File: config.mk
export PLATFORM = sky130hd
export DESIGN_NAME = dmem_access_ctrl
export DESIGN_NICKNAME = d
export VERILOG_FILES = /design/src/rtl/dmem_access_ctrl.sv
export SDC_FILE = /design/constraint.sdc
export NUM_CORES = 1
export LEC_CHECK = 0
export ABC_AREA = 1
export CORE_MARGIN = 1
export CORE_UTILIZATION = 42
export CTS_CLUSTER_SIZE = 10
export DETAILED_ROUTE_END_ITERATION = 6
export PLACE_DENSITY_LB_ADDON = 0.1
export SLEW_MARGIN = 10
export SYNTH_ARGS = -nofsm -noshare
export SYNTH_HDL_FRONTEND = slang
export SYNTH_SLANG_ARGS = --single-unit
File: constraint.sdc
create_clock -name clk -period 4.4 [get_ports clk]
set_input_delay 0.44 -clock clk [delete_from_list [all_inputs] [get_ports clk]]
set_output_delay 0.44 -clock clk [all_outputs]
set_load 0.02 [all_outputs]
File: src/rtl/dmem_access_ctrl.sv
// rtl/dmem_access_ctrl.sv - single-port data memory sequencer/arbiter for pipeline MA stage and debug port
module dmem_access_ctrl #(
    parameter int ADDR_W = 7,
    parameter int DATA_W = 32,
    parameter int RD_LAT = 1
) (
    input  logic              clk,
    input  logic              reset,
    input  logic              ma_req,
    input  logic              ma_we,
    input  logic [ADDR_W-1:0] ma_addr,
    input  logic [DATA_W-1:0] ma_wdata,
    output logic              ma_ready,
    output logic [DATA_W-1:0] ma_rdata,
    output logic              ma_stall,
    input  logic              dbg_req,
    input  logic              dbg_we,
    input  logic [ADDR_W-1:0] dbg_addr,
    input  logic [DATA_W-1:0] dbg_wdata,
    output logic              dbg_ready,
    output logic [DATA_W-1:0] dbg_rdata,
    output logic              mem_en,
    output logic              mem_we,
    output logic [ADDR_W-1:0] mem_addr,
    output logic [DATA_W-1:0] mem_din,
    input  logic [DATA_W-1:0] mem_dout
);

    typedef enum logic [1:0] {IDLE, ISSUE, WAIT, RESP} state_t;

    localparam logic       ID_MA    = 1'b0;
    localparam logic       ID_DBG   = 1'b1;
    localparam logic [1:0] CNT_INIT = 2'(RD_LAT - 1);

    state_t              state;
    state_t              state_nxt;
    logic                last_grant;
    logic                lat_id;
    logic                lat_we;
    logic [ADDR_W-1:0]   lat_addr;
    logic [DATA_W-1:0]   lat_wdata;
    logic [1:0]          cnt;
    logic                grant;
    logic                grant_id;

    // Round-robin: on a tie the port that did not win last time is served.
    always_comb begin
        state_nxt = state;
        grant     = 1'b0;
        grant_id  = ID_MA;
        mem_en    = 1'b0;
        mem_we    = 1'b0;
        ma_ready  = 1'b0;
        dbg_ready = 1'b0;
        case (state)
            IDLE: begin
                if (ma_req && (!dbg_req || last_grant == ID_DBG)) begin
                    grant    = 1'b1;
                    grant_id = ID_MA;
                end else if (dbg_req) begin
                    grant    = 1'b1;
                    grant_id = ID_DBG;
                end
                if (grant) begin
                    state_nxt = ISSUE;
                end
            end
            ISSUE: begin
                mem_en    = 1'b1;
                mem_we    = lat_we;
                state_nxt = lat_we ? RESP : WAIT;
            end
            WAIT: begin
                if (cnt == 2'd0) begin
                    state_nxt = RESP;
                end
            end
            RESP: begin
                ma_ready  = (lat_id == ID_MA);
                dbg_ready = (lat_id == ID_DBG);
                state_nxt = IDLE;
            end
            default: state_nxt = IDLE;
        endcase
    end

    always_ff @(posedge clk or posedge reset) begin
        if (reset) begin
            state      <= IDLE;
            last_grant <= ID_DBG;
            lat_id     <= ID_MA;
            lat_we     <= 1'b0;
            lat_addr   <= '0;
            lat_wdata  <= '0;
            cnt        <= 2'd0;
            ma_rdata   <= '0;
            dbg_rdata  <= '0;
        end else begin
            state <= state_nxt;
            if (grant) begin
                lat_id     <= grant_id;
                last_grant <= grant_id;
                lat_we     <= (grant_id == ID_DBG) ? dbg_we    : ma_we;
                lat_addr   <= (grant_id == ID_DBG) ? dbg_addr  : ma_addr;
                lat_wdata  <= (grant_id == ID_DBG) ? dbg_wdata : ma_wdata;
            end
            if (state == ISSUE && !lat_we) begin
                cnt <= CNT_INIT;
            end
            // Final WAIT cycle lands exactly RD_LAT edges after the ISSUE edge.
            if (state == WAIT) begin
                if (cnt == 2'd0) begin
                    if (lat_id == ID_DBG) begin
                        dbg_rdata <= mem_dout;
                    end else begin
                        ma_rdata <= mem_dout;
                    end
                end else begin
                    cnt <= cnt - 2'd1;
                end
            end
        end
    end

    assign mem_addr = lat_addr;
    assign mem_din  = lat_wdata;
    assign ma_stall = ma_req & ~ma_ready;

endmodule

# Word-level counts from Yosys, hierarchy flattened

Index checks and enable logic that the tools add are counted.

Register bits: 110
Input bits: 116
Output and inout bits: 108
Word-level logic and storage cells: 48

Add/subtract/negate cells: 1
Equality and inequality tests: 5
Mux-type cells: 20
Bitwise gates (word level): 3
Reduce and logical (&&, ||, !) cells: 10

Operator list:

| cell                                                                  | number |
|---|---|
| 32-bit two-way mux                                                    | 1 |
| 1-bit two-way mux                                                     | 12 |
| 2-bit two-way mux                                                     | 5 |
| 2-bit one-hot mux with 4 select lines                                 | 1 |
| 7-bit two-way mux                                                     | 1 |
| 3-bit AND reduction                                                   | 2 |
| 2-bit equality test, second input constant                            | 2 |
| 2-bit logical NOT                                                     | 2 |
| 2-bit inequality test, second input constant                          | 2 |
| 2-bit by 1-bit equality test with 1-bit output, second input constant | 1 |
| 1-bit logical AND                                                     | 2 |
| 1-bit logical NOT                                                     | 2 |
| 1-bit inverter                                                        | 2 |
| 2-bit AND reduction                                                   | 1 |
| 2-bit by 1-bit subtractor with 2-bit output, second input constant    | 1 |
| 1-bit bitwise AND                                                     | 1 |
| 1-bit logical OR                                                      | 1 |

# Longest topological paths before layout

Depth after elaboration: 7
Mapped depth: 10
Depth with buffers taken out: 9

# Least setup slack after synthesis

OpenSTA, ideal clock, no wires.

Path type: flip-flop to output port
From: reg state[0]
To: out ma_stall
Arrival: 1.091 ns
Data required time: 3.960 ns
Path slack: 2.869 ns
Stages on the path, launching flop included: 5
Path buffers: 0
Path through: dfrtp_1 > ha_1 > inv_1 > nor2_1 > nor2_1

Cells in the longest elaborated chain, start to end: 4

RTL lines:

| what                   | line | source |
|---|---|---|
| start, declared        | 35   | `state_t state;` |
| start signal, assigned | 99   | `state <= state_nxt;` |
| 2-bit equality test    | 55   | `case (state)` |
| 1-bit two-way mux      | 55   |  |
| named net ma_ready     | 13   | `output logic ma_ready,` |
| 1-bit inverter         | 127  | `assign ma_stall = ma_req & ~ma_ready;` |
| 1-bit bitwise AND      | 127  |  |
| end, declared          | 15   | `output logic ma_stall,` |

The timed path passes the listed nets, and every way through them passes these cells.

# Worst setup path in the final report

From: reg state[0]
To: reg lat_wdata[24] (netlist: mem_din[24])

Cells in the longest elaborated chain, start to end: 3
Elaborated cells between the ends (all ways): 4
Those cells by class: mux: 3; reduce/logical: 1

RTL lines:

| what                 | line | source |
|---|---|---|
| 2-bit logical NOT *  | 55   |  |
| 1-bit two-way mux    | 55   |  |
| 32-bit two-way mux   | 105  | `lat_wdata <= (grant_id == ID_DBG) ? dbg_wdata : ma_wdata;` |
| end signal, assigned | 105  |  |
| end, declared        | 41   | `logic [DATA_W-1:0] lat_wdata;` |

Every way passes the cells marked *; elsewhere a longest branch is shown, timed or not.
A chain may end at the register's enable or synchronous reset.

==> summary.txt <==
Floorplanning
  – I/O pin cnt: 224
  – Die X-Extent: 111.2 µm
  – Num rows: 39
  – Initial Util: 0.4352
  – Core ar.: 11520 µm²
  – Full die area: 12380 µm²
  – Die span in y: 111.2 µm

Routing
  – WL per Instance: 13.84 µm
  – Vias post-DR: 4476
  – Initial DRC count: 284
  – Vias/cell: 4.727
  – Number of routed nets with antenna violations: 0
  – Pre-antenna DRT Iters: 6
  – Residual DRC: 30
  – Final Routed Wirelength: 13110 µm

Clock tree
  – Hold_buf cts: 0
  – CTS tree: done
  – Post-CTS Setup Bufs: 0
  – CTS-repair resized insts: 0
  – Worst-path clk slew: 70 ps
  – TritonCTS Sinks: 110
  – CTS buffer count: 9
  – H-tree depth: 3
  – Clk_lat worst skew: 340 ps
  – Clk root buf: clkbuf_16
  – CTS Buffer Depth: 2

Finish
  – Final std cells w/o fill: 947
  – Ant. Diodes: 0
  – Layout area overhead: 48.90%
  – Final net count: 919
  – Share of cells above drive strength 1: 0.05348
  – Fill cells: 986

Placement
  – Number of I/O port buffers: 223
  – Detailed Place HPWL: 9213 µm
  – Routability cong.: 0.8099
  – Cells after DPL: 931

Yosys
  – Synth Register Bits: 110
  – Yosys warns: 0
  – Post-synthesis sequential area ratio: 0.5494
  – Post-Synthesis Cell Area: 5012 µm²
  – Post-Syn Nets: 715
  – Syn avg cell area: 8.424 µm²
  – Syn Inst Count: 595
  – Synth unique cells: 19

Setup path
  – WS Path Type: register to register
  – Worst-path fanout max: 42
  – Crit path max-delay cell type: nand2_2
  – Cell family with most CP delay: simple AND/OR/NAND/NOR gates
  – Cell mode on critical path: nand2_1
  – FF-to-FF setup slack: 1860 ps
  – Buf/Inv on CP: 2
  – Worst path max stage delay: 640 ps
  – Worst Path Arrival: 2760 ps
  – Startpoint Class: register
  – Crit-path cells: inv_1 > ha_1 > nand2_1 > inv_2 > nand2_2 > nand2_1 > nand2_1 > nand2_1 > nand2_1
  – CP Data Required Time: 4620 ps
  – Setup crit end kind: register

Pwr
  – Peak supply drop: 0.0003735 V
  – Pleak: 3.672 nW
  – Pwr Density: 721.7 nW/µm²

Flow run
  – Max-cap violations: 0

Hold path
  – Hold Path Class: register to register

Timing
  – Period Utilization, post-route: 0.5779
  – Fin. max-slew vios: 0
  – RSZ-0062 raised after global routing: false
  – Setup TNS: 0 ps
  – Endpoints failing setup: 0
  – Least-Margin Pin Slew: 1124 ps
  – Final-report hold violation count: 0
  – Clock Skew: 5.256 ps
  – Maximum clock frequency: 393.3 MHz
  – Min Tclk post-route: 2543 ps
  – Slew HR: 0.2492

Global routing
  – First-pass GRT wire length: 21320 µm
  – GRT Resource Usage Total: 0.2157
  – Vias in the first global route: 4357
  – Largest net degree at the start of global routing: 81
  – Total grt overflow: 0
  – Initial antenna violation count: 0

Status
  – Failing checks: design-rule violations
  – Outcome: finished with violations
## cells in the final DEF (no fill, tap or decap), types with 3 or more instances in the layout
| cell | Yosys | layout |
|---|---|---|
| clkbuf_1 | 0 | 3 |
| clkbuf_16 | 0 | 9 |
| clkdlybuf4s50_1 | 0 | 223 |
| clkinv_4 | 0 | 3 |
| dfrtp_1 | 109 | 109 |
| ha_1 | 4 | 4 |
| inv_1 | 45 | 44 |
| nand2_1 | 280 | 280 |
| nand3_1 | 45 | 45 |
| nor2_1 | 3 | 3 |
| o21ai_0 | 4 | 4 |
| o21ai_1 | 46 | 46 |
| o21ai_2 | 18 | 18 |
## worst min-delay path: cells and delay by family, from the launching register on
kind	cells	cell delay, ps
DFF	1	350
and+or+nand+nor	2	100
## report_power, final
group / leakage (nW) / internal, W / switching (W)
combinational: 2.19 / 0.00126 / 0.00160
sequential: 1.36 / 0.00151 / 0.000268
clock: 0.127 / 0.000388 / 0.000358
total: 3.67 / 0.00316 / 0.00223
## layout make-up
type,count,area (µm²),area share
well taps,143,178.9,0.02397
repair buffers,225,2247,0.3011
flip-flops and latches,110,2754,0.3690
clock inverters,4,33.78,0.004526
clock buffers,12,236.5,0.03168
inverters,47,178.9,0.02397
multi-input cells,406,1834,0.2458
## per-stage QoR
step / hold slack, ps / total power [W] / area [µm²] / worst slack, ps / util
after floorplan: 470.7 / 0.003431 / 5012 / 1059 / -
after global placement: 463.3 / 0.004606 / 7193 / 1637 / 0.6246
after detailed placement: 466.8 / 0.004672 / 7193 / 1535 / 0.6246
after CTS: 482.9 / 0.005436 / 7463 / 1867 / 0.6481
after global routing: 499.2 / 0.005736 / 7463 / 1614 / 0.6481
final: 481.2 / 0.005386 / 7463 / 1857 / 0.6481
## synth_stat cells
cell | instances | share of area
buf_6 | 10 | 0.022
nor2_1 | 3 | 0.0022
dfstp_2 | 1 | 0.0052
nand2_4 | 1 | 0.0022
ha_1 | 4 | 0.010
nand2_2 | 1 | 0.0012
inv_2 | 2 | 0.0015
dfrtp_1 | 109 | 0.54
o21ai_1 | 46 | 0.046
inv_1 | 45 | 0.034
buf_2 | 12 | 0.012
nand3_4 | 2 | 0.0070
o21ai_2 | 18 | 0.031
a21oi_4 | 1 | 0.0032
nor2_8 | 1 | 0.0040
o21ai_0 | 4 | 0.0040
nand2_1 | 280 | 0.21
nand3_1 | 45 | 0.045
buf_4 | 10 | 0.015
## state kept, by name, indices dropped and copies added (netlist names)
name and flops:
dbg_rdata 32, ma_rdata 32, mem_din 32, mem_addr 7, cnt 2, state 2
last_grant 1, lat_id 1, lat_we 1
## cell families after synthesis
group / after synthesis / synth area share
buffers and inverters: 79 / 0.08462
AND/OR/NAND/NOR: 333 / 0.2713
flip-flops: 110 / 0.5494
AO/OA/AOI/OAI: 69 / 0.08462
adder cells (fa/ha/maj): 4 / 0.009985
## layer usage
layer  part of all wire  global-route usage  up-vias
met2               0.49              0.3658      142
met3              0.062             0.05030       23
met5                  0                   0        -
li1                   -                   -     2266
met1               0.42              0.2649     2045
met4              0.025             0.08649        0
## final timing paths
| path | startpoint | cells after the start | endpoint |
|---|---|---|---|
| worst max-delay path | state[0] | 9 | mem_din[24] |
| worst min-delay path | mem_din[12] | 2 | mem_din[12] |
| worst max register to register | state[0] | 9 | mem_din[24] |
| worst min register to register | mem_din[12] | 2 | mem_din[12] |
| max in group asynchronous | reset | 3 | mem_din[27] |
| min in group asynchronous | reset | 2 | dbg_rdata[29] |
(Power assumes the default switching activity.)
